`src/rtl/sprite_pkg.sv`:
```
// Shared definitions for the sprite table reader: descriptor field layout,
// default geometry, the per-line slot record and the scan FSM encoding.
package sprite_pkg;

    localparam int DEF_NUM_ENTRIES = 8;
    localparam int DEF_NUM_SLOTS   = 4;
    localparam int DEF_SPRITE_SIZE = 32;

    localparam int IDX_W   = 3;
    localparam int COORD_W = 10;
    localparam int OFF_W   = 5;
    localparam int ROMA_W  = 16;

    // descriptor word: {en, rsvd, pos_x, pos_y, row, col}
    localparam int EN_BIT  = 31;
    localparam int RSVD_HI = 30;
    localparam int RSVD_LO = 26;
    localparam int PX_HI   = 25;
    localparam int PX_LO   = 16;
    localparam int PY_HI   = 15;
    localparam int PY_LO   = 6;
    localparam int ROW_HI  = 5;
    localparam int ROW_LO  = 3;
    localparam int COL_HI  = 2;
    localparam int COL_LO  = 0;

    typedef enum logic {
        ST_IDLE = 1'b0,
        ST_SCAN = 1'b1
    } scan_state_e;

    typedef struct packed {
        logic                     valid;
        logic [IDX_W-1:0]         idx;
        logic [COORD_W-1:0]       pos_x;
        logic [ROW_HI-ROW_LO:0]   row;
        logic [COL_HI-COL_LO:0]   col;
        logic [OFF_W-1:0]         y_off;
    } slot_t;

    // base <= v < base+size, one extra bit so sprites near 1023 never wrap
    function automatic logic in_span(input logic [COORD_W-1:0] base,
                                     input logic [COORD_W-1:0] v,
                                     input int                 size);
        logic [COORD_W:0] b;
        logic [COORD_W:0] p;
        logic [COORD_W:0] lim;
        b   = {1'b0, base};
        p   = {1'b0, v};
        lim = b + (COORD_W+1)'(size);
        return (p >= b) && (p < lim);
    endfunction

endpackage

```
`src/rtl/sprite_slot_match.sv`:
```
// One active sprite slot: horizontal coverage test and column offset into
// the sprite for the current pixel.
module sprite_slot_match
    import sprite_pkg::*;
#(
    parameter int SPRITE_SIZE = DEF_SPRITE_SIZE
) (
    input  logic               valid_i,
    input  logic [COORD_W-1:0] pos_x_i,
    input  logic [COORD_W-1:0] h_cnt_i,
    output logic               hit_o,
    output logic [OFF_W-1:0]   x_off_o
);

    assign hit_o   = valid_i && in_span(pos_x_i, h_cnt_i, SPRITE_SIZE);
    assign x_off_o = h_cnt_i[OFF_W-1:0] - pos_x_i[OFF_W-1:0];

endmodule

```
`src/rtl/sprite_table_reader.sv`:
```
// Sprite descriptor table with a per-scanline qualification scan feeding a
// double-buffered slot set, and a 2-stage per-pixel hit/ROM-address pipeline.
module sprite_table_reader
    import sprite_pkg::*;
#(
    parameter int NUM_ENTRIES = DEF_NUM_ENTRIES,
    parameter int NUM_SLOTS   = DEF_NUM_SLOTS,
    parameter int SPRITE_SIZE = DEF_SPRITE_SIZE
) (
    input  logic               clk,
    input  logic               reset,
    input  logic               we,
    input  logic [IDX_W-1:0]   addr,
    input  logic [31:0]        dina,
    input  logic               line_start,
    input  logic [COORD_W-1:0] next_line,
    input  logic [COORD_W-1:0] h_cnt,
    input  logic               de,
    output logic               pix_de,
    output logic               pix_hit,
    output logic [IDX_W-1:0]   pix_idx,
    output logic [ROMA_W-1:0]  rom_addr,
    output logic               scan_busy,
    output logic               overflow
);

    localparam int               CNT_W    = $clog2(NUM_SLOTS + 1);
    localparam logic [IDX_W-1:0] LAST_IDX = IDX_W'(NUM_ENTRIES - 1);

    logic [31:0] tbl_q [NUM_ENTRIES];

    always_ff @(posedge clk) begin
        if (reset) begin
            for (int i = 0; i < NUM_ENTRIES; i++) tbl_q[i] <= '0;
        end else if (we) begin
            tbl_q[addr] <= dina;
        end
    end

    scan_state_e        state_q, state_d;
    logic [IDX_W-1:0]   ptr_q, ptr_d;
    logic [COORD_W-1:0] line_q, line_d;

    always_ff @(posedge clk) begin
        if (reset) begin
            state_q <= ST_IDLE;
            ptr_q   <= '0;
            line_q  <= '0;
        end else begin
            state_q <= state_d;
            ptr_q   <= ptr_d;
            line_q  <= line_d;
        end
    end

    always_comb begin
        state_d = state_q;
        ptr_d   = ptr_q;
        line_d  = line_q;
        case (state_q)
            ST_SCAN: begin
                if (ptr_q == LAST_IDX) state_d = ST_IDLE;
                else                   ptr_d   = ptr_q + IDX_W'(1);
            end
            default: state_d = ST_IDLE;
        endcase
        // a new line always (re)starts the scan from entry 0
        if (line_start) begin
            state_d = ST_SCAN;
            ptr_d   = '0;
            line_d  = next_line;
        end
    end

    logic [31:0] ent;
    logic        unused_rsvd;
    logic        qual;
    slot_t       rec;

    assign ent         = tbl_q[ptr_q];
    assign unused_rsvd = ^ent[RSVD_HI:RSVD_LO];
    assign qual        = (state_q == ST_SCAN) && ent[EN_BIT] &&
                         in_span(ent[PY_HI:PY_LO], line_q, SPRITE_SIZE);

    always_comb begin
        rec.valid = 1'b1;
        rec.idx   = ptr_q;
        rec.pos_x = ent[PX_HI:PX_LO];
        rec.row   = ent[ROW_HI:ROW_LO];
        rec.col   = ent[COL_HI:COL_LO];
        rec.y_off = line_q[OFF_W-1:0] - ent[PY_LO+OFF_W-1:PY_LO];
    end

    slot_t [NUM_SLOTS-1:0] pend_q, pend_d, act_q, act_d;
    logic  [CNT_W-1:0]     pcnt_q, pcnt_d;
    logic                  povf_q, povf_d, ovf_q, ovf_d;

    always_ff @(posedge clk) begin
        if (reset) begin
            pend_q <= '0;
            act_q  <= '0;
            pcnt_q <= '0;
            povf_q <= 1'b0;
            ovf_q  <= 1'b0;
        end else begin
            pend_q <= pend_d;
            act_q  <= act_d;
            pcnt_q <= pcnt_d;
            povf_q <= povf_d;
            ovf_q  <= ovf_d;
        end
    end

    // line_start wins over a visit in the same cycle: that visit is discarded
    // because the scan restarts at entry 0 anyway
    always_comb begin
        pend_d = pend_q;
        pcnt_d = pcnt_q;
        povf_d = povf_q;
        act_d  = act_q;
        ovf_d  = ovf_q;
        if (line_start) begin
            act_d  = pend_q;
            ovf_d  = povf_q;
            pend_d = '0;
            pcnt_d = '0;
            povf_d = 1'b0;
        end else if (qual) begin
            if (pcnt_q == CNT_W'(NUM_SLOTS)) begin
                povf_d = 1'b1;
            end else begin
                for (int s = 0; s < NUM_SLOTS; s++) begin
                    if (pcnt_q == CNT_W'(s)) pend_d[s] = rec;
                end
                pcnt_d = pcnt_q + CNT_W'(1);
            end
        end
    end

    logic [NUM_SLOTS-1:0]            hit;
    logic [NUM_SLOTS-1:0][OFF_W-1:0] xoff;

    for (genvar g = 0; g < NUM_SLOTS; g++) begin : g_slot
        sprite_slot_match #(
            .SPRITE_SIZE (SPRITE_SIZE)
        ) u_match (
            .valid_i (act_q[g].valid),
            .pos_x_i (act_q[g].pos_x),
            .h_cnt_i (h_cnt),
            .hit_o   (hit[g]),
            .x_off_o (xoff[g])
        );
    end

    logic             sel_hit;
    slot_t            sel_slot;
    logic [OFF_W-1:0] sel_xoff;
    logic             s1_take;

    // slots are filled in entry order, so the lowest hitting slot is the
    // lowest entry index
    always_comb begin
        sel_hit  = 1'b0;
        sel_slot = '0;
        sel_xoff = '0;
        for (int s = NUM_SLOTS - 1; s >= 0; s--) begin
            if (hit[s]) begin
                sel_hit  = 1'b1;
                sel_slot = act_q[s];
                sel_xoff = xoff[s];
            end
        end
    end

    assign s1_take = de && sel_hit;

    logic [1:0]        de_pipe_q;
    logic              s1_hit_q, pix_hit_q;
    logic [IDX_W-1:0]  s1_idx_q, pix_idx_q;
    logic [ROMA_W-1:0] s1_addr_q, rom_addr_q;

    always_ff @(posedge clk) begin
        if (reset) begin
            de_pipe_q  <= '0;
            s1_hit_q   <= 1'b0;
            s1_idx_q   <= '0;
            s1_addr_q  <= '0;
            pix_hit_q  <= 1'b0;
            pix_idx_q  <= '0;
            rom_addr_q <= '0;
        end else begin
            de_pipe_q  <= {de_pipe_q[0], de};
            s1_hit_q   <= s1_take;
            s1_idx_q   <= s1_take ? sel_slot.idx : '0;
            s1_addr_q  <= s1_take ? {sel_slot.row, sel_slot.y_off, sel_slot.col, sel_xoff} : '0;
            pix_hit_q  <= s1_hit_q;
            pix_idx_q  <= s1_idx_q;
            rom_addr_q <= s1_addr_q;
        end
    end

    assign pix_de    = de_pipe_q[1];
    assign pix_hit   = pix_hit_q;
    assign pix_idx   = pix_idx_q;
    assign rom_addr  = rom_addr_q;
    assign scan_busy = (state_q != ST_IDLE);
    assign overflow  = ovf_q;

endmodule

```
`config.mk`:
```
export PLATFORM = sky130hd
export DESIGN_NAME = sprite_table_reader
export DESIGN_NICKNAME = d
export VERILOG_FILES = /design/src/rtl/sprite_pkg.sv /design/src/rtl/sprite_slot_match.sv /design/src/rtl/sprite_table_reader.sv
export SDC_FILE = /design/constraint.sdc
export NUM_CORES = 1
export LEC_CHECK = 0
export ABC_CLOCK_PERIOD_IN_PS = 4400
export BUFFER_PORTS_ARGS = -buffer_cell sky130_fd_sc_hd__buf_2
export CAP_MARGIN = 10
export CORE_ASPECT_RATIO = 1.2
export CORE_MARGIN = 2
export CORE_UTILIZATION = 56
export CTS_CLUSTER_SIZE = 10
export DETAILED_ROUTE_END_ITERATION = 8
export PLACE_DENSITY = 0.74
export SYNTH_ARGS = -nofsm -noshare
export SYNTH_HDL_FRONTEND = slang
export SYNTH_SLANG_ARGS = --single-unit
```
`constraint.sdc`:
```
create_clock -name clk -period 4.4 [get_ports clk]
set_clock_uncertainty 0.2 [all_clocks]
set_input_delay 0.22 -clock clk [delete_from_list [all_inputs] [get_ports clk]]
set_output_delay 0.22 -clock clk [all_outputs]
set_load 0.005 [all_outputs]
```
==> run_results.csv <==
group,metric,value,unit
status,run_status,"finished clean",
sta,max_slew_margin,0.258,
drt,wire_per_inst,19.4,µm
sta,worstMarginPinSlew,1.11,ns
min_path,hold_end,"pend_q[8]",
clock_network,post_cts_resized,0,
drt,vias,13809,
pwr,ir_worst_vdd,0.382,mV
synth,ys_seq_elements,480,
synth,synthesis.area,0.0215,mm²
floorplan,die_w,183,µm
clock_network,cts_buffer_depth,3,
worst_setup_path,cp-end-kind,"register",
floorplan,rows,78,
placed_design,gp_congestion,0.876,
synth,ys_seq_area_frac,0.547,
global_route,grt_max_degree,72,
clock_network,clock_sinks,480,
placed_design,numPortBuffers,77,
pwr,p_total,9.46,mW
clock_network,path_clk_slew,0.05,ns
final_layout,regArea,0.0118,mm²
drt,avgViaCountPerCell,5.70,
sta,whs,0.0626,ns
worst_setup_path,path_class,"register to register",
drt,route.antenna.remaining_nets,0,
global_route,grt_pass1_wl,75200,µm
final_layout,multi_input_area,0.00905,mm²
clock_network,cts_tree,"yes",
final_layout,final_cell_mix,"dfxtp_1, and2_1, edfxtp_1, mux2i_1, nor2_1",
final_layout,drive_gt1_frac,0.137,
worst_setup_path,cp-start-kind,"register",
clock_network,cts_buffers,54,
sta,rsz0062_at_grt,"false",
synth,avgSynthCellArea,11.8,µm²
global_route,grtUsageTotal,0.240,
drt,first_pass_iters,5,
synth,synth_top_flop_cell,"dfxtp_1",
sta,final_hold_viol_count,0,
synth,synth.distinct_cells,56,
final_layout,syn2layout_area_growth,12.9,%
sta,fmax,243,MHz
floorplan,initial_utilization,0.568,
synth,yosys_warnings,0,
sta,period_minus_slack,4.12,ns
drt,route.detailed.drc,0,
worst_setup_path,cp_data_required_time,4.69,ns
worst_setup_path,rrSetupSlack,0.28,ns
final_layout,nets,2069,
sta,period_share,0.936,
synth,synth_edf_count,216,
worst_setup_path,r2r_end,"pend_q[58]",
clock_network,root_buffer,"clkbuf_16",
worst_setup_path,worst-r2r-cell-count,13,
global_route,antenna_found_initial,1,
min_path,hold_path_depth,4,
sta,final-max-slew-violation-count,0,
final_layout,n_fill_cell,2948,
sta,setup_tns,0,ns
global_route,grt_overflow,0,
drt,routed_wl,47000,µm
min_path,min_from,"reset",
placed_design,dp_hpwl,28800,µm
synth,synthesis.nets,1968,
worst_setup_path,path_max_fanout,18,
worst_setup_path,arrival,4.41,ns
floorplan,pin_count,83,
min_path,holdCritPathClass,"input pin to register",
flow_run,drv_cap,0,
sta,finalSetupViolCount,0,
final_layout,layout_commonest_cell,"dfxtp_1",
clock_network,cts_htree_levels,2,
pwr,p_per_area,390,mW/mm²
synth,synthArstFlopShare,0,
global_route,grt_pass1_vias,14173,
clock_network,insertion_delay,0.58,ns
floorplan,die_h,219,µm
synth,postSynthCellCount,1816,
floorplan,dieArea,0.0400,mm²
pwr,leakagePower,9.09,nW
drt,drt-initial-drc-count,968,
floorplan,core_area,0.0379,mm²
[how the worst max path moves through the flow]
stage | from | to | slack (ns) | cells after the start
after global routing | register | pend_q[58] | 0.03 | 13
after CTS | register | pend_q[58] | 0.26 | 13
after detailed placement | register | pend_q[58] | 0.27 | 13
after floorplan | register | pend_q[27] | 0.15 | 19
after global placement | register | pend_q[68] | 0.39 | 13
final | register | pend_q[58] | 0.28 | 13
[power breakdown]
part / total, mW / switching (mW) / internal (mW) / leakage (nW)
combinational: 0.627 / 0.366 / 0.261 / 4.16
sequential: 4.84 / 0.0476 / 4.80 / 4.20
clock: 3.99 / 1.66 / 2.33 / 0.736
[cell usage after synthesis, drive strengths merged (6+ instances only)]
library cell,n,share of area
nand2b,11,0.0032
a21o,10,0.0035
o2111ai,6,0.0024
nand3,51,0.012
ha,87,0.051
o21a,6,0.0021
edfxtp,216,0.30
mux4,54,0.057
inv,62,0.011
clkbuf,68,0.012
nand2,102,0.018
buf,36,0.010
dfxtp,264,0.25
o22ai,18,0.0052
o21ai,52,0.012
a22oi,15,0.0052
xnor2,18,0.0073
mux2,17,0.0089
mux2i,178,0.083
nor2b,33,0.0096
and2,217,0.063
a211oi,32,0.013
nor3,8,0.0019
nor2,156,0.027
a21oi,26,0.0060
or2,10,0.0029
[metal layers]
layer	vias up	routed length [µm]	track usage
met5	-	0	0
met4	0	1140	0.0749
met3	91	2170	0.0302
met2	315	23600	0.427
met1	6772	20100	0.306
li1	6631	-	-
[metrics by stage]
stage | instance area, µm² | std cells | setup slack, ns | util
2_1_floorplan | 21500 | 1816 | 0.145 | -
3_3_place_gp | 22400 | 2303 | 0.389 | 0.591
3_5_place_dp | 22400 | 2303 | 0.269 | 0.591
4_1_cts | 24300 | 2423 | 0.256 | 0.641
5_1_grt | 24300 | 2424 | 0.0284 | 0.641
6_report | 24300 | 2424 | 0.282 | 0.641
[worst max-delay path: stages, from the launching register on]
cell and delay, ns:
dfxtp_4 0.58, mux4_2 0.59, mux2_2 0.31, ha_1 0.20, inv_1 0.07, fa_1 0.20
a21o_1 0.12, a21oi_1 0.09, o211ai_1 0.18, nand4_1 0.13, a21oi_1 0.40, and4_1 0.58
buf_4 0.21, mux2i_1 0.19
[state kept, by name, summed over array words and instances (netlist names), named ones only]
signal     flops
act_q        100
scan_busy      1
ptr_q          3
line_q        10
povf_q         1
s1_addr_q     16
s1_hit_q       1
tbl_q        216
de_pipe_q      2
pix_idx        3
pcnt_q         3
s1_idx_q       3
pix_hit        1
pend_q       100
overflow       1
rom_addr      16
[logic make-up after synthesis]
logic type | after synthesis | share of synthesized area
compound gates | 193 | 0.0602
buf+inv | 166 | 0.0330
simple gates | 613 | 0.146
mux | 249 | 0.149
fa+ha+maj | 92 | 0.0553
flops | 480 | 0.547
xor+xnor | 23 | 0.00936
[cell type report]
cell class,count,area share
sequential,480,0.485
multi-input combinational,1170,0.373
clock buffer,78,0.0602
timing repair buffer,149,0.0450
tap,480,0.0247
inverter,62,0.00958
clock inverter,4,0.00263
antenna,1,0.000103
[timing repair]
item | in CTS | in global routing
hold buffers | 38 | 0
endpoints found under the hold margin | 227 | 0
setup buffers | 0 | 0
Note: power is estimated with default switching activity, not from simulation.
